$ cat src/rtl/game_flow_fsm.sv
// game_flow_fsm: Pong match sequencer covering title, serve countdown, play and game-over screens with score keeping.
module game_flow_fsm #(
    parameter int WIN_SCORE        = 7,
    parameter int SERVE_FRAMES     = 60,
    parameter int OVER_LOCK_FRAMES = 90
) (
    input  logic       clk_0,
    input  logic       rst,
    input  logic       frame_tick,
    input  logic       key_press,
    input  logic       point_left,
    input  logic       point_right,
    output logic       show_title,
    output logic       show_over,
    output logic       play_en,
    output logic       ball_reset,
    output logic       serve_dir,
    output logic [3:0] score_l,
    output logic [3:0] score_r,
    output logic       winner,
    output logic [1:0] state
);
    typedef enum logic [1:0] {TITLE, SERVE, PLAY, OVER} state_t;
    state_t     state_q, state_n;
    logic [7:0] cnt_q, cnt_n;
    logic [3:0] score_l_n, score_r_n, inc_l, inc_r;
    logic       dir_n, win_n, br_n;
    logic       sync1, sync2, prev, key_rise;
    assign key_rise = sync2 & ~prev;
    assign inc_l    = score_l + 4'd1;
    assign inc_r    = score_r + 4'd1;
    assign state    = state_q;
    always_comb begin
        state_n   = state_q;
        cnt_n     = cnt_q;
        score_l_n = score_l;
        score_r_n = score_r;
        dir_n     = serve_dir;
        win_n     = winner;
        br_n      = 1'b0;
        case (state_q)
            TITLE: if (key_rise) begin
                state_n   = SERVE;
                cnt_n     = 8'(SERVE_FRAMES);
                score_l_n = '0;
                score_r_n = '0;
                dir_n     = 1'b1;
                br_n      = 1'b1;
            end
            SERVE: if (frame_tick) begin
                state_n = (cnt_q == 8'd1) ? PLAY : SERVE;
                cnt_n   = cnt_q - 8'd1;
            end
            PLAY: if (point_left || point_right) begin
                score_l_n = point_left ? inc_l : score_l;
                score_r_n = point_left ? score_r : inc_r;
                if ((point_left ? inc_l : inc_r) == 4'(WIN_SCORE)) begin
                    state_n = OVER;
                    cnt_n   = 8'(OVER_LOCK_FRAMES);
                    win_n   = ~point_left;
                end else begin
                    state_n = SERVE;
                    cnt_n   = 8'(SERVE_FRAMES);
                    dir_n   = point_left;
                    br_n    = 1'b1;
                end
            end
            default: if (key_rise && cnt_q == 8'd0) begin
                state_n   = SERVE;
                cnt_n     = 8'(SERVE_FRAMES);
                score_l_n = '0;
                score_r_n = '0;
                dir_n     = 1'b1;
                br_n      = 1'b1;
            end else if (frame_tick && cnt_q != 8'd0) begin
                cnt_n = cnt_q - 8'd1;
            end
        endcase
    end
    always_ff @(posedge clk_0) begin
        if (rst) begin
            state_q    <= TITLE;
            cnt_q      <= '0;
            score_l    <= '0;
            score_r    <= '0;
            serve_dir  <= 1'b0;
            winner     <= 1'b0;
            ball_reset <= 1'b0;
            sync1      <= 1'b0;
            sync2      <= 1'b0;
            prev       <= 1'b0;
            show_title <= 1'b1;
            show_over  <= 1'b0;
            play_en    <= 1'b0;
        end else begin
            state_q    <= state_n;
            cnt_q      <= cnt_n;
            score_l    <= score_l_n;
            score_r    <= score_r_n;
            serve_dir  <= dir_n;
            winner     <= win_n;
            ball_reset <= br_n;
            sync1      <= key_press;
            sync2      <= sync1;
            prev       <= sync2;
            show_title <= state_n == TITLE;
            show_over  <= state_n == OVER;
            play_en    <= state_n == PLAY;
        end
    end
endmodule
$ cat config.mk
export PLATFORM = sky130hd
export DESIGN_NAME = game_flow_fsm
export DESIGN_NICKNAME = d
export VERILOG_FILES = /design/src/rtl/game_flow_fsm.sv
export SDC_FILE = /design/constraint.sdc
export NUM_CORES = 1
export LEC_CHECK = 0
export BUFFER_PORTS_ARGS = -buffer_cell sky130_fd_sc_hd__buf_2
export CORE_ASPECT_RATIO = 1.2
export CORE_UTILIZATION = 29
export DETAILED_ROUTE_END_ITERATION = 10
export GPL_ROUTABILITY_DRIVEN = 0
export HOLD_SLACK_MARGIN = 0.12
export PLACE_DENSITY = 0.47
export SLEW_MARGIN = 20
export SYNTH_ARGS = -nofsm -noshare
export SYNTH_HDL_FRONTEND = slang
export SYNTH_SLANG_ARGS = --single-unit
$ cat constraint.sdc
create_clock -name clk_0 -period 2.33 [get_ports clk_0]
set_input_delay 0.1165 -clock clk_0 [delete_from_list [all_inputs] [get_ports clk_0]]
set_output_delay 0.1165 -clock clk_0 [all_outputs]
set_load 0.05 [all_outputs]
==> flow_summary.ini, run 1 <==
[placed_design]
numPlacedInstances = 285
port_buffers = 21
placed_area_sq_um = 1880
dp_hpwl_microns = 3080

[final_layout]
instances_no_fill = 294
multi_input_area_sq_um = 971
n_antenna_cell = 0
area_growth_pct = 24.8
design_area_sq_um = 1980
regArea_sq_um = 542
nNetsFinal = 248
drive_gt1_share_pct = 24.1
fillers = 558

[power]
leakagePower_uw = 0.000816
peakVddDrop_v = 0.000265
cell_internal_pwr_uw = 764
swShare_pct = 33.5
pwr-share-clk_pct = 23.8
share_seq_of_total_power_pct = 44.0
power_uw = 1150
combPwrFrac_pct = 32.2
pwr_density_cell_nw_per_um2 = 580
power.switching_uw = 384

[synth]
ys_seq_elements = 27
async_reset_ff_share_pct = 0
synth_enable_flop_cells = 0
syn_nets = 205
synth_area_sq_um = 1590
postSynthAreaPerCell_sq_um = 8.35
synth_cell_types = 53
yosys_warnings = 0
synth-seq-area-share_pct = 34.1
synth_cells = 190
synth-main-ff-cell = dfxtp_1

[sta]
tns_ps = 0
rsz0062_at_grt = no
final-setup-viol-count = 0
hold-worst-slack_ps = 263
max_slew_margin_pct = 64.2
slew_viol_final = 0
hold_violations = 0
fmax_ghz = 0.482
tightest_slew_ps = 532
skew_ps = 2.64
fin_crit_ps = 2070
fin_crit_sh_pct = 89.0

[global_route]
antenna_found_initial = 0
grt_max_degree = 24
overflow = 0
grt_pass1_vias = 1468
grt_use_total_pct = 15.1
grt_pass1_wl_microns = 7110

[die]
die_area_sq_um = 5770
die_y_microns = 83.0
initial_core_util_pct = 30.2
fp.coreArea_sq_um = 5260
rows = 29
die_w_microns = 69.5
ios = 22

[setup_path]
worst-path-buf-inv = 3
end_kind = register
r2r_cells = 8
critPathKind = register to register
cp_max_fo = 11
cp_slowest_stage_delay_ps = 360
r2r-end = cnt_q[0]
cp_cell_sequence = inv_1 > ha_1 > a222oi_1 > buf_4 > o41ai_4 > buf_4 > or3_1 > a21oi_1
worstPathArrival_ps = 2280
cpLargestDelayFamily = compound AO/OA/AOI/OAI gates
cpMaxStageDelayCell = dfxtp_2
regToRegSetupSlack_ps = 260
r2r-start = state[1]
critical_path_required_ps = 2540
startpoint_type = register
cp_common_cell = buf_4

[min_path]
hold_end = score_l[0]
holdCritStartpoint = rst
hold_depth = 2
hp-class = input pin to register

[cts]
clock_latency_ps = 270
cts_tree = yes
cts_max_path_buffers = 2
cts.clk_slew.worst_paths_ps = 100
cts_sinks = 27
clock-root-buffer = clkbuf_8
cts_inserted_buffers = 3
htreeDepth = 1

[route]
drt-initial-drc-count = 57
drt-total-wl_microns = 4250
drt_pre_antenna_iters = 4
route.detailed.drc = 0
wl_per_cell_microns = 14.4
viasPerCell = 5.28
ant_nets = 0
via_count = 1552

[job]
maxCapViolations = 0

[status]
status = finished clean
==> cell usage in the layout, fill, tap and decap left out, types with 2 or more instances in the layout <==
master	n
nor3_1	5
nor2_1	17
xnor2_1	3
nand2_1	12
a222oi_1	2
and4_1	2
o21ai_1	2
nand4_1	3
dfxtp_1	26
nor4_1	3
inv_1	11
buf_2	21
a211oi_1	3
a21oi_1	16
o21bai_1	2
buf_4	25
nor2b_1	7
o211ai_1	3
and3_1	2
nand3_1	3
nand2b_1	4
or3_1	2
ha_1	9
o21a_1	3
a311oi_1	2
mux2i_1	2
o21ai_0	7
clkbuf_8	3
o21ba_2	2
a31oi_1	4
==> worst reg2reg max path, stage by stage, from the launching register on <==
cell	delay [ps]
dfxtp_2	360
inv_1	100
ha_1	270
a222oi_1	360
buf_4	190
o41ai_4	60
buf_4	180
or3_1	360
a21oi_1	130
==> Yosys cell counts (3+ instances only) <==
cell	count	area (sq um)
nand2b_1	4	25.0
nor3_1	5	25.0
nor2_1	17	63.8
a31oi_1	4	25.0
o211ai_1	3	22.5
o21ai_0	7	35.0
nand4_1	3	18.8
nor4_1	3	18.8
clkbuf_1	7	26.3
a211oi_1	3	22.5
nand3_1	3	15.0
nand2_1	12	45.0
nor2b_1	7	43.8
xnor2_1	3	26.3
ha_1	9	113
inv_1	11	41.3
o21a_1	3	22.5
dfxtp_1	27	541
a21oi_1	16	80.1
==> through the flow <==
stage                     setup slack, ps  utilization, %
after detailed placement            -26.7            35.8
after CTS                             144            37.1
after floorplan                      46.4               -
after global placement              -26.1            35.8
final                                 257            37.6
after global routing                 97.1            37.6
==> state kept, by name, indices dropped and copies added (netlist names) <==
signal and flops:
cnt_q 8, ball_reset 1, score_l 4, serve_dir 1, play_en 1, sync2 1, show_title 1, prev 1
winner 1, show_over 1, state 2, score_r 4, sync1 1
==> per-layer routing <==
layer / up-vias / track usage (%) / share of wire, %
met3: 4 / 2.18 / 2.3
met5: - / 0 / 0
met4: 0 / 4.64 / 0.85
met1: 740 / 19.2 / 46
li1: 791 / - / -
met2: 17 / 25.9 / 51
==> area by class of cell <==
class | count | share of cell area [%]
timing repair buffer | 47 | 15.3
tap | 62 | 3.92
inverter | 11 | 2.09
clock buffer | 4 | 2.28
sequential | 27 | 27.4
multi-input combinational | 143 | 49.1
==> repair_timing <==
| action | CTS | global route |
|---|---|---|
| endpoints found under the hold margin | 1 | 0 |
| hold buffers | 1 | 0 |
| setup endpoints to repair | 1 | 2 |
| setup buffers | 0 | 4 |
| gates resized for setup | 1 | 0 |
| pin swaps | 0 | 2 |
==> how the worst max path moves through the flow <==
| stage | start | cells past startpoint | slack (ps) | endpoint |
|---|---|---|---|---|
| 2_1_floorplan | state[0] | 7 | 50 | cnt_q[4] |
| 3_5_place_dp | cnt_q[4] | 6 | -30 | cnt_q[6] |
| 4_1_cts | state[1] | 6 | 140 | cnt_q[0] |
| 5_1_grt | cnt_q[4] | 6 | 100 | score_r[1] |
| 3_3_place_gp | cnt_q[4] | 6 | -30 | cnt_q[6] |
| 6_report | state[1] | 8 | 260 | cnt_q[0] |
==> power groups by stage <==
stage | clock, uW | sequential, uW | combinational (uW)
6_report | 273 | 505 | 370
3_5_place_dp | 0 | 516 | 343
4_1_cts | 283 | 505 | 352
5_1_grt | 305 | 509 | 407
3_3_place_gp | 0 | 516 | 346
2_1_floorplan | 0 | 542 | 208
==> cells by family after synthesis <==
group                      count (synthesis)  synth area share (%)
xor gates and xnor gates                   3                  1.66
and+or+nand+nor                           66                  22.0
DFF                                       27                  34.1
adders and majority gates                  9                  7.10
AOI/OAI and AO/OA                         63                  28.5
buffers and inverters                     20                  5.44
muxes                                      2                  1.26
No activity file was read; power rests on OpenSTA's default activity.
==> run 2: changes to the inputs <==
- SETUP_SLACK_MARGIN: unset -> 0.4
==> run 2 against run 1 <==
Compared with the run above:
- critical path depth increased by 1
- total power increased by 4.1%
- largest power group unchanged
- non-clock buffer count unchanged
- count of clock-buffer cells in the layout unchanged
- first-iteration DRC count increased by 44%
==> flow_summary.ini, run 2 (synthesis gave the netlist of run 1 again) <==
[status]
status = finished clean

[sta]
tightest_slew_ps = 569
slew_viol_final = 0
max_slew_margin_pct = 61.7
rsz0062_at_grt = yes
fmax_ghz = 0.516
fin_crit_ps = 1940
skew_ps = 5.92
tns_ps = 0
final-setup-viol-count = 0
hold_violations = 0
fin_crit_sh_pct = 83.2

[setup_path]
worst-path-buf-inv = 3
worstPathArrival_ps = 2140
cp_slowest_stage_delay_ps = 400
startpoint_type = register
cp_max_fo = 6
cpLargestDelayFamily = simple AND/OR/NAND/NOR gates
regToRegSetupSlack_ps = 390
critPathKind = register to register
cpMaxStageDelayCell = dfxtp_4
end_kind = register
r2r_cells = 9
cp_cell_sequence = inv_4 > ha_4 > nor2b_4 > a222oi_1 > buf_4 > o41ai_4 > buf_4 > or3_1 > a21oi_1
critical_path_required_ps = 2530
r2r-end = cnt_q[0]
r2r-start = state[0]
cp_common_cell = buf_4

[cts]
cts_inserted_buffers = 3
cts_tree = yes
cts_max_path_buffers = 2
clock-root-buffer = clkbuf_8
htreeDepth = 1
cts_sinks = 27
clock_latency_ps = 270
cts.clk_slew.worst_paths_ps = 100

[power]
peakVddDrop_v = 0.000236
pwr_density_cell_nw_per_um2 = 557
power_uw = 1190
leakagePower_uw = 0.000839

[final_layout]
area_growth_pct = 35.2
largest_reg_flops = 8
design_area_sq_um = 2140
largest_registers = cnt_q (8), score_l (4), score_r (4)
n_antenna_cell = 0
drive_gt1_share_pct = 35.8
layout.cells.most_common = buf_4
layout_common_cells = buf_4 (24), buf_2 (22), nor2_1 (17)
top_register = cnt_q
nNetsFinal = 248

[route]
drt-initial-drc-count = 82
via_count = 1550
ant_nets = 0
viasPerCell = 5.27
wl_per_cell_microns = 14.7
route.detailed.drc = 0
drt_pre_antenna_iters = 4
drt-total-wl_microns = 4320

[die]
rows = 29
fp.coreArea_sq_um = 5260
ios = 22
die_area_sq_um = 5770
initial_core_util_pct = 30.2
die_y_microns = 83.0
die_w_microns = 69.5

[global_route]
grt_use_total_pct = 15.0
antenna_found_initial = 0
grt_pass1_vias = 1479
grt_pass1_wl_microns = 7070
grt_max_degree = 24
overflow = 0

[min_path]
hold_end = score_l[0]
holdCritStartpoint = rst
hold_depth = 2
hp-class = input pin to register

[placed_design]
port_buffers = 21
dp_hpwl_microns = 2980
placed_area_sq_um = 1840

[job]
maxCapViolations = 0
[run 2: cell counts in the layout (fill, tap and decap cells not counted)]
No cell type changed its count.
[run 2: worst reg2reg max path: cells and delay by family (launching register included)]
kind,cells,cell delay [ps]
AND/OR/NAND/NOR,2,490
AO/OA/AOI/OAI,3,420
flip-flops,1,400
buffers and inverters,3,400
adder cells (fa/ha/maj),1,150
[run 2: cell type report]
cell class / count / area [sq um]
Fill cell: 543 / 3120
Multi-Input combinational cell: 143 / 1110
Sequential cell: 27 / 567
Timing Repair Buffer: 47 / 300
Tap cell: 62 / 77.6
Inverter: 11 / 46.3
Clock buffer: 4 / 45.0
[run 2: timing repair]
action                                  in CTS  in global routing
resized for setup                            6                 29
endpoints found under the setup margin      17                 17
hold buffers                                 1                  0
pin swaps                                    3                 10
cloned                                       0                  1
endpoints found under the hold margin        1                  0
buffers inserted                             3                  8
[run 2: per-stage QoR]
| stage | hold WS [ps] | utilization [%] | setup WS, ps | cells |
|---|---|---|---|---|
| after floorplan | 188 | - | 403 | 190 |
| after global placement | 327 | 35.0 | 247 | 277 |
| after detailed placement | 333 | 35.0 | 207 | 277 |
| after CTS | 269 | 36.8 | 347 | 285 |
| after global routing | 281 | 40.8 | 303 | 294 |
| final | 264 | 40.8 | 392 | 294 |
[run 2: power by group]
group | internal (uW) | switching (uW)
Clock | 123 | 150
Sequential | 486 | 25.7
Combinational | 180 | 231
Total | 788 | 407
[run 2: worst max path at each step]
stage / depth (start not counted) / startpoint / endpoint / slack (ps)
6_report: 9 / state[0] / cnt_q[0] / 390
5_1_grt: 7 / score_l[0] / winner / 300
4_1_cts: 9 / state[0] / cnt_q[0] / 350
3_5_place_dp: 7 / score_l[0] / winner / 210
3_3_place_gp: 6 / cnt_q[0] / score_l[2] / 250
2_1_floorplan: 7 / state[1] / cnt_q[0] / 400
[run 2: layer usage]
layer / track usage, % / vias up / part of all wire, %
met2: 26.0 / 21 / 51
met5: 0 / - / 0
met3: 2.06 / 4 / 2.0
met1: 18.8 / 733 / 46
met4: 4.82 / 0 / 0.74
li1: - / 792 / -
==> run 3: changes to the inputs <==
- ABC_AREA: unset -> 1
- clock period: 2.33 -> 2 ns (I/O delays scaled with it)
==> run 3 against run 2 <==
Compared with the run above:
- total power grew 52%
- final cell count grew 21%
- wire length grew 0.42%
- highest routed layer unchanged
- critical path type unchanged
==> flow_summary.ini, run 3 <==
[status]
status = finished clean

[power]
pwr_density_cell_nw_per_um2 = 852
leakagePower_uw = 0.00100
swShare_pct = 43.3
pwr-share-clk_pct = 17.4
combPwrFrac_pct = 46.5
share_seq_of_total_power_pct = 36.1
power.switching_uw = 785
peakVddDrop_v = 0.000257
cell_internal_pwr_uw = 1030

[synth]
yosysTopAreaCell = dfxtp_1
synth_cell_types = 28
synth_enable_flop_cells = 0
synthTopCellsByCount = nand2_1 (59), nor2_1 (37), inv_1 (36), dfxtp_1 (27), a21oi_1 (21)
ys_seq_elements = 27
synth_top_family_by_area = simple AND/OR/NAND/NOR gates
yosys.area_share.xor_xnor_pct = 2.59
synth_mux_area_share_pct = 0
synth_cells = 258
synthSimpleGateAreaFrac_pct = 36.9
synth-seq-area-share_pct = 32.0
async_reset_ff_share_pct = 0
synth_area_leaders = dfxtp_1 (32%), nand2_1 (13%), nor2_1 (8.2%)
synth-main-ff-cell = dfxtp_1
yosysMostFrequentCell = nand2_1
synth_top_area_share_pct = 32.0
syn_nets = 273
synth_fa_ha_area_share_pct = 6.66
postSynthAreaPerCell_sq_um = 6.55
yosys_warnings = 0
synth_compound_area_share_pct = 12.6
synth_area_sq_um = 1690

[final_layout]
area_growth_pct = 25.9
layout.cells.most_common = nand2_1
fillers = 615
final_core_util_pct = 37.8
largest_reg_flops = 8
top_register = cnt_q
largest_registers = cnt_q (8), score_l (4), score_r (4)
n_antenna_cell = 0
layout_common_cells = nand2_1 (52), nor2_1 (33), inv_1 (30)
drive_gt1_share_pct = 29.1
nNetsFinal = 308

[sta]
final-setup-viol-count = 0
skew_ps = 3.01
fmax_ghz = 0.656
tightest_slew_ps = 384
fin_crit_ps = 1530
tns_ps = 0
slew_viol_final = 0
hold_violations = 0
fin_crit_sh_pct = 76.3
rsz0062_at_grt = yes
max_slew_margin_pct = 74.4

[die]
initial_core_util_pct = 30.0
ios = 22
fp.coreArea_sq_um = 5630
die_area_sq_um = 6140
die_w_microns = 71.7
rows = 30
die_y_microns = 85.6

[setup_path]
startpoint_type = register
cp_max_fo = 4
cpMaxStageDelayCell = dfxtp_1
end_kind = register
critical_path_required_ps = 2210
r2r-start = cnt_q[0]
cp_common_cell = nand2_1
startpoint = cnt_q[0]
worstPathArrival_ps = 1740
cp_cell_sequence = inv_2 > buf_4 > ha_1 > nand3_1 > xor2_1 > nand2_1 > nand2_1 > nand2_1 > a21oi_1
cp_slowest_stage_delay_ps = 390
critPathKind = register to register

[placed_design]
port_buffers = 21
dp_hpwl_microns = 3310

[cts]
cts_sinks = 27
cts_tree = yes
clock-root-buffer = clkbuf_8
htreeDepth = 1
cts_max_path_buffers = 2
clock_latency_ps = 280
cts.clk_slew.worst_paths_ps = 90
cts_inserted_buffers = 3

[global_route]
overflow = 0
grt_max_degree = 16
met2_usage_pct = 26.2
use_met3_pct = 2.00
use_met1_pct = 16.9
grt_use_total_pct = 14.5
grt_pass1_wl_microns = 7130
grt_pass1_vias = 1584
grt_busiest_layer = met2
antenna_found_initial = 0

[min_path]
holdCritStartpoint = rst
hp-class = input pin to register

[route]
route.detailed.drc = 0
drt_pre_antenna_iters = 4
drt-total-wl_microns = 4340
viasPerCell = 4.76
via_count = 1696
drt-initial-drc-count = 84
ant_nets = 0
wl_per_cell_microns = 12.2

[job]
maxCapViolations = 0
[run 3: cell types whose count changed in the layout (fill, tap and decap cells not counted), sizes merged, moves of 4 or more]
cell,before,now
inv,11,37
nand2,12,65
xor2,0,4
nor2,17,45
nor2b,7,0
o21ai,9,13
nand3,3,19
nor4,4,0
nand2b,4,0
a21oi,16,23
buf,46,30
[run 3: cells by family after synthesis]
family,count (synthesis)
DFF,27
AOI/OAI and AO/OA,39
adders and majority gates,9
buffers and inverters,41
xor gates and xnor gates,5
and+or+nand+nor,137
[run 3: critical path, delay by kind of cell, from the launching register on]
family | cells | cell delay, ps
AND/OR/NAND/NOR | 4 | 330
flip-flops | 1 | 390
XOR/XNOR | 1 | 190
adder cells (fa/ha/maj) | 1 | 230
AO/OA/AOI/OAI | 1 | 120
buffers and inverters | 2 | 210
[run 3: timing repair]
action | 4_1_cts | 5_1_grt
hold buffers | 2 | 0
buffers inserted | 1 | 6
gates resized for setup | 5 | 30
cloned | 0 | 1
endpoints found under the setup margin | 19 | 23
hold endpoints to repair | 2 | 0
pin swaps | 0 | 6
[run 3: through the flow]
step	power [uW]	instances	setup WS, ps	area [sq um]	hold slack [ps]
after floorplan	1240	258	431	1700	162
final	1810	356	475	2130	196
after global placement	1420	342	289	1890	307
after CTS	1740	349	403	1970	195
after global routing	1950	356	366	2130	212
after detailed placement	1400	342	284	1890	313
[run 3: cell type report]
type                    count  area, sq um  area share (%)
flip-flops and latches     27          553            26.0
clock inverters             1         5.00           0.235
well taps                  64         80.1            3.76
repair buffers             32          193            9.05
multi-input cells         191         1100            51.8
clock buffers               3         41.3            1.94
inverters                  38          154            7.23
[run 3: metal layers]
layer / share of wire, % / up-vias
li1: - / 892
met1: 44 / 764
met2: 51 / 31
met3: 3.0 / 9
met4: 2.0 / 0
met5: 0 / -
[run 3: path summary, 6_finish.rpt]
check	end	slack (ps)	cells after the start
setup / recovery	cnt_q[6]	470	9
hold / removal	score_r[1]	200	3
setup reg to reg	cnt_q[6]	470	9
hold reg to reg	sync2	410	2
[run 3: power by group through the flow]
stage	logic [uW]	clock network [uW]	registers (uW)
floorplan	525	0	713
global placement	757	0	661
detailed placement	739	0	661
CTS	758	335	649
global route	941	346	662
finish	843	316	654
